<file path="config.mk">
export PLATFORM = sky130hd
export DESIGN_NAME = mem_arbiter
export DESIGN_NICKNAME = d
export VERILOG_FILES = /design/src/rtl/mem_arbiter.sv
export SDC_FILE = /design/constraint.sdc
export NUM_CORES = 1
export LEC_CHECK = 0
export ABC_AREA = 1
export CAP_MARGIN = 5
export CORE_AREA = 2 2 106 108
export DETAILED_ROUTE_END_ITERATION = 7
export DIE_AREA = 0 0 108 110
export GPL_ROUTABILITY_DRIVEN = 0
export PLACE_DENSITY_LB_ADDON = 0.1
export SLEW_MARGIN = 10
export SYNTH_ARGS = -nofsm -noshare
export SYNTH_HDL_FRONTEND = slang
export SYNTH_SLANG_ARGS = --single-unit
export TNS_END_PERCENT = 10
</file>
<file path="constraint.sdc">
create_clock -name clk -period 2.1 [get_ports clk]
set_clock_uncertainty 0.2 [all_clocks]
set_input_delay 0.42 -clock clk [delete_from_list [all_inputs] [get_ports clk]]
set_output_delay 0.42 -clock clk [all_outputs]
set_load 0.03 [all_outputs]
</file>
<file path="src/rtl/mem_arbiter.sv">
`timescale 1ns/1ps
`default_nettype none
// +----------------------------------------------------------------------------+
// | Module      : mem_arbiter                                                  |
// | Description : Instruction/data arbiter onto a single-outstanding memory    |
// |               port with starvation guard and response timeout.            |
// | Revision    : 1.0                                                          |
// +----------------------------------------------------------------------------+

package mem_arbiter_pkg;
    typedef enum logic [1:0] {
        SIZE_BYTE = 2'd0,
        SIZE_HALF = 2'd1,
        SIZE_WORD = 2'd2
    } mem_size_t;
endpackage

module mem_arbiter
    import mem_arbiter_pkg::*;
#(
    parameter int STARVE_MAX = 3,
    parameter int TIMEOUT    = 16
) (
    input  logic        clk,
    input  logic        reset_n,

    input  logic        i_req,
    input  logic [31:0] i_addr,
    output logic        i_gnt,
    output logic        i_rvalid,
    output logic [31:0] i_rdata,

    input  logic        d_req,
    input  logic        d_wr_en,
    input  mem_size_t   d_size,
    input  logic [31:0] d_addr,
    input  logic [31:0] d_wdata,
    output logic        d_gnt,
    output logic        d_rvalid,
    output logic [31:0] d_rdata,

    output logic        m_req,
    output logic        m_wr_en,
    output mem_size_t   m_size,
    output logic [31:0] m_addr,
    output logic [31:0] m_wdata,
    input  logic [31:0] m_rdata,
    input  logic        m_rvalid,

    output logic        err
);

    localparam int SW = ($clog2(STARVE_MAX + 1) > 2) ? $clog2(STARVE_MAX + 1) : 2;
    localparam int WW = ($clog2(TIMEOUT + 1) > 1) ? $clog2(TIMEOUT + 1) : 1;

    localparam logic [SW-1:0] c_STARVE_MAX = SW'(STARVE_MAX);
    localparam logic [WW-1:0] c_TIMEOUT    = WW'(TIMEOUT);

    localparam logic [1:0] c_IDLE   = 2'd0;
    localparam logic [1:0] c_BUSY_I = 2'd1;
    localparam logic [1:0] c_BUSY_D = 2'd2;

    logic [1:0]    r_state;
    logic [SW-1:0] r_starve_cnt;
    logic [WW-1:0] r_wait_cnt;

    logic [1:0]    w_state_nxt;
    logic [SW-1:0] w_starve_nxt;
    logic [WW-1:0] w_wait_nxt;
    logic          w_grant_i;
    logic          w_grant_d;
    logic          w_done_i;
    logic          w_done_d;
    logic          w_timeout;
    logic          w_live;
    logic          w_issue_i;
    logic          w_issue_d;

    always_comb begin
        w_state_nxt  = r_state;
        w_starve_nxt = r_starve_cnt;
        w_wait_nxt   = r_wait_cnt;
        w_grant_i    = 1'b0;
        w_grant_d    = 1'b0;
        w_done_i     = 1'b0;
        w_done_d     = 1'b0;
        w_timeout    = 1'b0;

        case (r_state)
            c_IDLE: begin
                // Data side wins contention until the instruction side has lost STARVE_MAX times.
                if (i_req && (!d_req || (r_starve_cnt == c_STARVE_MAX))) begin
                    w_grant_i = 1'b1;
                end else if (d_req) begin
                    w_grant_d = 1'b1;
                end

                if (w_grant_i) begin
                    w_state_nxt  = c_BUSY_I;
                    w_starve_nxt = '0;
                    w_wait_nxt   = '0;
                end else if (w_grant_d) begin
                    w_state_nxt = c_BUSY_D;
                    w_wait_nxt  = '0;
                    if (i_req && (r_starve_cnt != c_STARVE_MAX)) begin
                        w_starve_nxt = r_starve_cnt + 1'b1;
                    end
                end
            end

            c_BUSY_I, c_BUSY_D: begin
                if (r_wait_cnt == c_TIMEOUT) begin
                    w_timeout   = 1'b1;
                    w_state_nxt = c_IDLE;
                end else if (m_rvalid) begin
                    w_done_i    = (r_state == c_BUSY_I);
                    w_done_d    = (r_state == c_BUSY_D);
                    w_state_nxt = c_IDLE;
                end else begin
                    w_wait_nxt = r_wait_cnt + 1'b1;
                end
            end

            default: begin
                w_state_nxt = c_IDLE;
            end
        endcase
    end

    // Outputs are combinational from state, so they are masked while reset is held.
    assign w_live    = reset_n;
    assign w_issue_i = w_live & w_grant_i;
    assign w_issue_d = w_live & w_grant_d;

    always_comb begin
        i_gnt    = w_issue_i;
        d_gnt    = w_issue_d;
        m_req    = w_issue_i | w_issue_d;
        m_wr_en  = w_issue_d & d_wr_en;
        m_size   = SIZE_BYTE;
        m_addr   = '0;
        m_wdata  = '0;
        i_rvalid = w_live & w_done_i;
        d_rvalid = w_live & w_done_d;
        i_rdata  = '0;
        d_rdata  = '0;
        err      = w_live & w_timeout;

        if (w_issue_i) begin
            m_size = SIZE_WORD;
            m_addr = i_addr;
        end else if (w_issue_d) begin
            m_size = d_size;
            m_addr = d_addr;
        end

        if (w_issue_i || w_issue_d) begin
            m_wdata = d_wdata;
        end

        if (i_rvalid) begin
            i_rdata = m_rdata;
        end
        if (d_rvalid) begin
            d_rdata = m_rdata;
        end
    end

    always_ff @(posedge clk or negedge reset_n) begin
        if (!reset_n) begin
            r_state      <= c_IDLE;
            r_starve_cnt <= '0;
            r_wait_cnt   <= '0;
        end else begin
            r_state      <= w_state_nxt;
            r_starve_cnt <= w_starve_nxt;
            r_wait_cnt   <= w_wait_nxt;
        end
    end

endmodule

`default_nettype wire

</file>
==> results.sh <==
export IMPL_die_area_um2=11900
export IMPL_synthMostInstantiatedCell="inv_1"
export IMPL_synth_edf_count=0
export IMPL_grt_setup_unrepaired="yes"
export IMPL_rrSetupSlack_ps=200
export IMPL_vias=3300
export IMPL_synth_area_leaders="inv_1 23%, nor2_1 15%, nand2_1 13%"
export IMPL_setup_ws_ps=-317
export IMPL_dieHeight_um=110
export IMPL_netlist_area_um2=1880
export IMPL_crit_type="register to output pin"
export IMPL_path_buf_inv=3
export IMPL_die_x_um=108
export IMPL_nNetsFinal=819
export IMPL_fmax_ghz=0.414
export IMPL_worst_pin_slew_ps=296
export IMPL_ant_nets=0
export IMPL_grt_pass1_vias=3132
export IMPL_synth_fp_nets=521
export IMPL_hold_path_class="input pin to asynchronous set/reset pin"
export IMPL_yosysSeqAreaShare_pct=12.0
export IMPL_power_total_mw=3.30
export IMPL_vias_per_cell=4.04
export IMPL_dr_pass1_iters=6
export IMPL_cts_buffers=3
export IMPL_slowest_stage="dfrtp_1"
export IMPL_n_antenna_cell=0
export IMPL_first_iter_violations=141
export IMPL_arrival_ps=1800
export IMPL_setup_tns_ps=-29740
export IMPL_drc=0
export IMPL_synthFlopType="dfrtp_1"
export IMPL_area_delta_synth_final_pct=214
export IMPL_synth_top_cell_by_area="inv_1"
export IMPL_clk_latency_ps=230
export IMPL_r2r_end="r_wait_cnt[0]$_DFFE_PN0P_"
export IMPL_cts_max_level=1
export IMPL_cts_tree="done"
export IMPL_grt_start_max_net_pins=34
export IMPL_endpoint="m_addr[28]"
export IMPL_status="finished, violations left"
export IMPL_timing_slew_headroom_pct=80.2
export IMPL_hold_viol_final=0
export IMPL_layout_drive_gt1_share_pct=45.4
export IMPL_start_kind="register"
export IMPL_antenna_found_initial=0
export IMPL_overflow=0
export IMPL_rows=38
export IMPL_track_usage_pct=16.9
export IMPL_cts_root_buf="clkbuf_8"
export IMPL_synth_warnings=0
export IMPL_clk_pin_slew_worst_paths_ps=50
export IMPL_power_density_nw_per_um2=560
export IMPL_wl_per_cell_um=13.9
export IMPL_cp_num_cells=9
export IMPL_slew_viol_final=0
export IMPL_ys_ff_latch=9
export IMPL_cp_max_fo=10
export IMPL_seqCellArea_um2=225
export IMPL_power_leakage_nw=2.94
export IMPL_ir_worst_vdd_v=0.000408
export IMPL_end_kind="output pin"
export IMPL_clockBufferDepth=2
export IMPL_violations="setup timing"
export IMPL_cp_cell_sequence="ha_4 -> nor2_4 -> nor2_4 -> nor2_4 -> nand2_4 -> buf_12 -> buf_12 -> o21ai_2 -> buf_6"
export IMPL_synth_avg_cell_area_um2=4.95
export IMPL_cap_violations=0
export IMPL_startpoint="r_starve_cnt[0]$_DFFE_PN0P_"
export IMPL_rr_startpoint="r_state[0]$_DFFE_PN0P_"
export IMPL_netlist_instances=379
export IMPL_crit_top_cell="nor2_4"
export IMPL_start_util_pct=17.5
export IMPL_grt_first_pass_wirelength_um=16100
export IMPL_multi_input_area_um2=1640
export IMPL_placement_io_buffers=272
export IMPL_synth_top_area_share_pct=23.0
export IMPL_wl_um=11300
export IMPL_core_um2=10700
export IMPL_finalSetupViolations=136
export IMPL_top_level_ports=273
export IMPL_cts_sinks=9
export IMPL_place_hpwl_um=8810
export IMPL_worstRegToRegCells=10
export IMPL_cp_top_family="buffers and inverters"
export IMPL_fill_cells=1016
export IMPL_cp_slowest_stage_delay_ps=410
export IMPL_fin_crit_sh_pct=115
export IMPL_ys_types=18
export IMPL_yosys_top_cells_count="115 x inv_1, 75 x nor2_1, 67 x nand2_1, 35 x o21ai_0, 27 x a21oi_1"
export IMPL_period_needed_ps=2420
export IMPL_ys_async_sr_fraction_pct=100
export IMPL_required_ps=1480
## final cells by class
cell class              count  area share [%]
well taps                 140            2.98
clock buffers               4           0.765
repair buffers            312            57.1
flip-flops and latches      9            3.83
inverters                 117            7.46
multi-input cells         234            27.9
## worst min-delay path by stage
stage                                  endpoint                   startpoint  depth (start not counted)  slack, ps
floorplan           r_starve_cnt[0]$_DFFE_PN0P_                      reset_n                          0        -80
global placement    r_starve_cnt[1]$_DFFE_PN0P_  r_starve_cnt[1]$_DFFE_PN0P_                          2        270
detailed placement    r_wait_cnt[4]$_DFFE_PN0P_    r_wait_cnt[4]$_DFFE_PN0P_                          2        300
CTS                      r_state[0]$_DFFE_PN0P_                      reset_n                          3        200
global route          r_wait_cnt[4]$_DFFE_PN0P_                      reset_n                          3        210
finish                r_wait_cnt[3]$_DFFE_PN0P_                      reset_n                          3        200
## through the flow
| step | setup WS [ps] | cell area, µm² | std cells | hold WS, ps | util [%] |
|---|---|---|---|---|---|
| finish | -317 | 5880 | 816 | 203 | 55.0 |
| global route | -414 | 5880 | 816 | 214 | 55.0 |
| CTS | -303 | 5770 | 811 | 205 | 54.0 |
| detailed placement | -448 | 4840 | 798 | 301 | 45.2 |
| global placement | -394 | 4840 | 798 | 270 | 45.2 |
| floorplan | -146 | 2100 | 379 | -75.6 | - |
## logic make-up after synthesis
kind of cell,share of synthesized area (%)
buffers and inverters,30.0
adder cells (fa/ha/maj),4.00
AND/OR/NAND/NOR,33.7
flip-flops,12.0
AO/OA/AOI/OAI,20.3
## report_power, final
part	total (mW)	internal (mW)	switching, mW
logic	2.82	1.30	1.52
clock network	0.200	0.132	0.0675
registers	0.277	0.234	0.0428
## registers in the layout, summed over array words and instances, names as in the netlist
| name | count |
|---|---|
| r_starve_cnt | 2 |
| r_wait_cnt | 5 |
| r_state | 2 |
## routing by layer
metal | GRT usage [%] | part of all wire, % | vias up | wire length (µm)
met5 | 0 | 0 | - | 0
met4 | 3.94 | 1.6 | 0 | 178
met3 | 3.53 | 7.7 | 12 | 868
met2 | 34.0 | 56 | 138 | 6340
met1 | 17.8 | 35 | 1458 | 3950
li1 | - | - | 1692 | -
## worst min-delay path, delay by kind of cell
kind / cells / cell delay [ps]
buffers and inverters: 3 / 550
## cell usage in the layout, fill, tap and decap left out, types with 2 or more instances in the layout
master / instances
clkdlybuf4s50_1: 132
buf_6: 118
inv_1: 113
nand2_1: 66
nor2_2: 59
buf_4: 42
a21oi_4: 21
o21ai_2: 20
nor2_1: 13
buf_12: 13
a21oi_2: 11
o21ai_1: 10
nand3_1: 9
dfrtp_1: 9
nor2_4: 6
ha_1: 5
inv_2: 4
o21ai_4: 3
a21oi_1: 3
clkbuf_8: 3
buf_16: 3
dlygate4sd2_1: 3
nand4_1: 2
o21ai_0: 2
## what timing repair did
action | 4_1_cts | 5_1_grt
setup endpoints to repair | 137 | 136
pin swaps | 12 | 6
endpoints found under the hold margin | 0 | 0
gates resized for setup | 188 | 10
buffers inserted | 7 | 4
gates cloned | 3 | 1
hold buffers | 0 | 0
(Power assumes the default switching activity.)
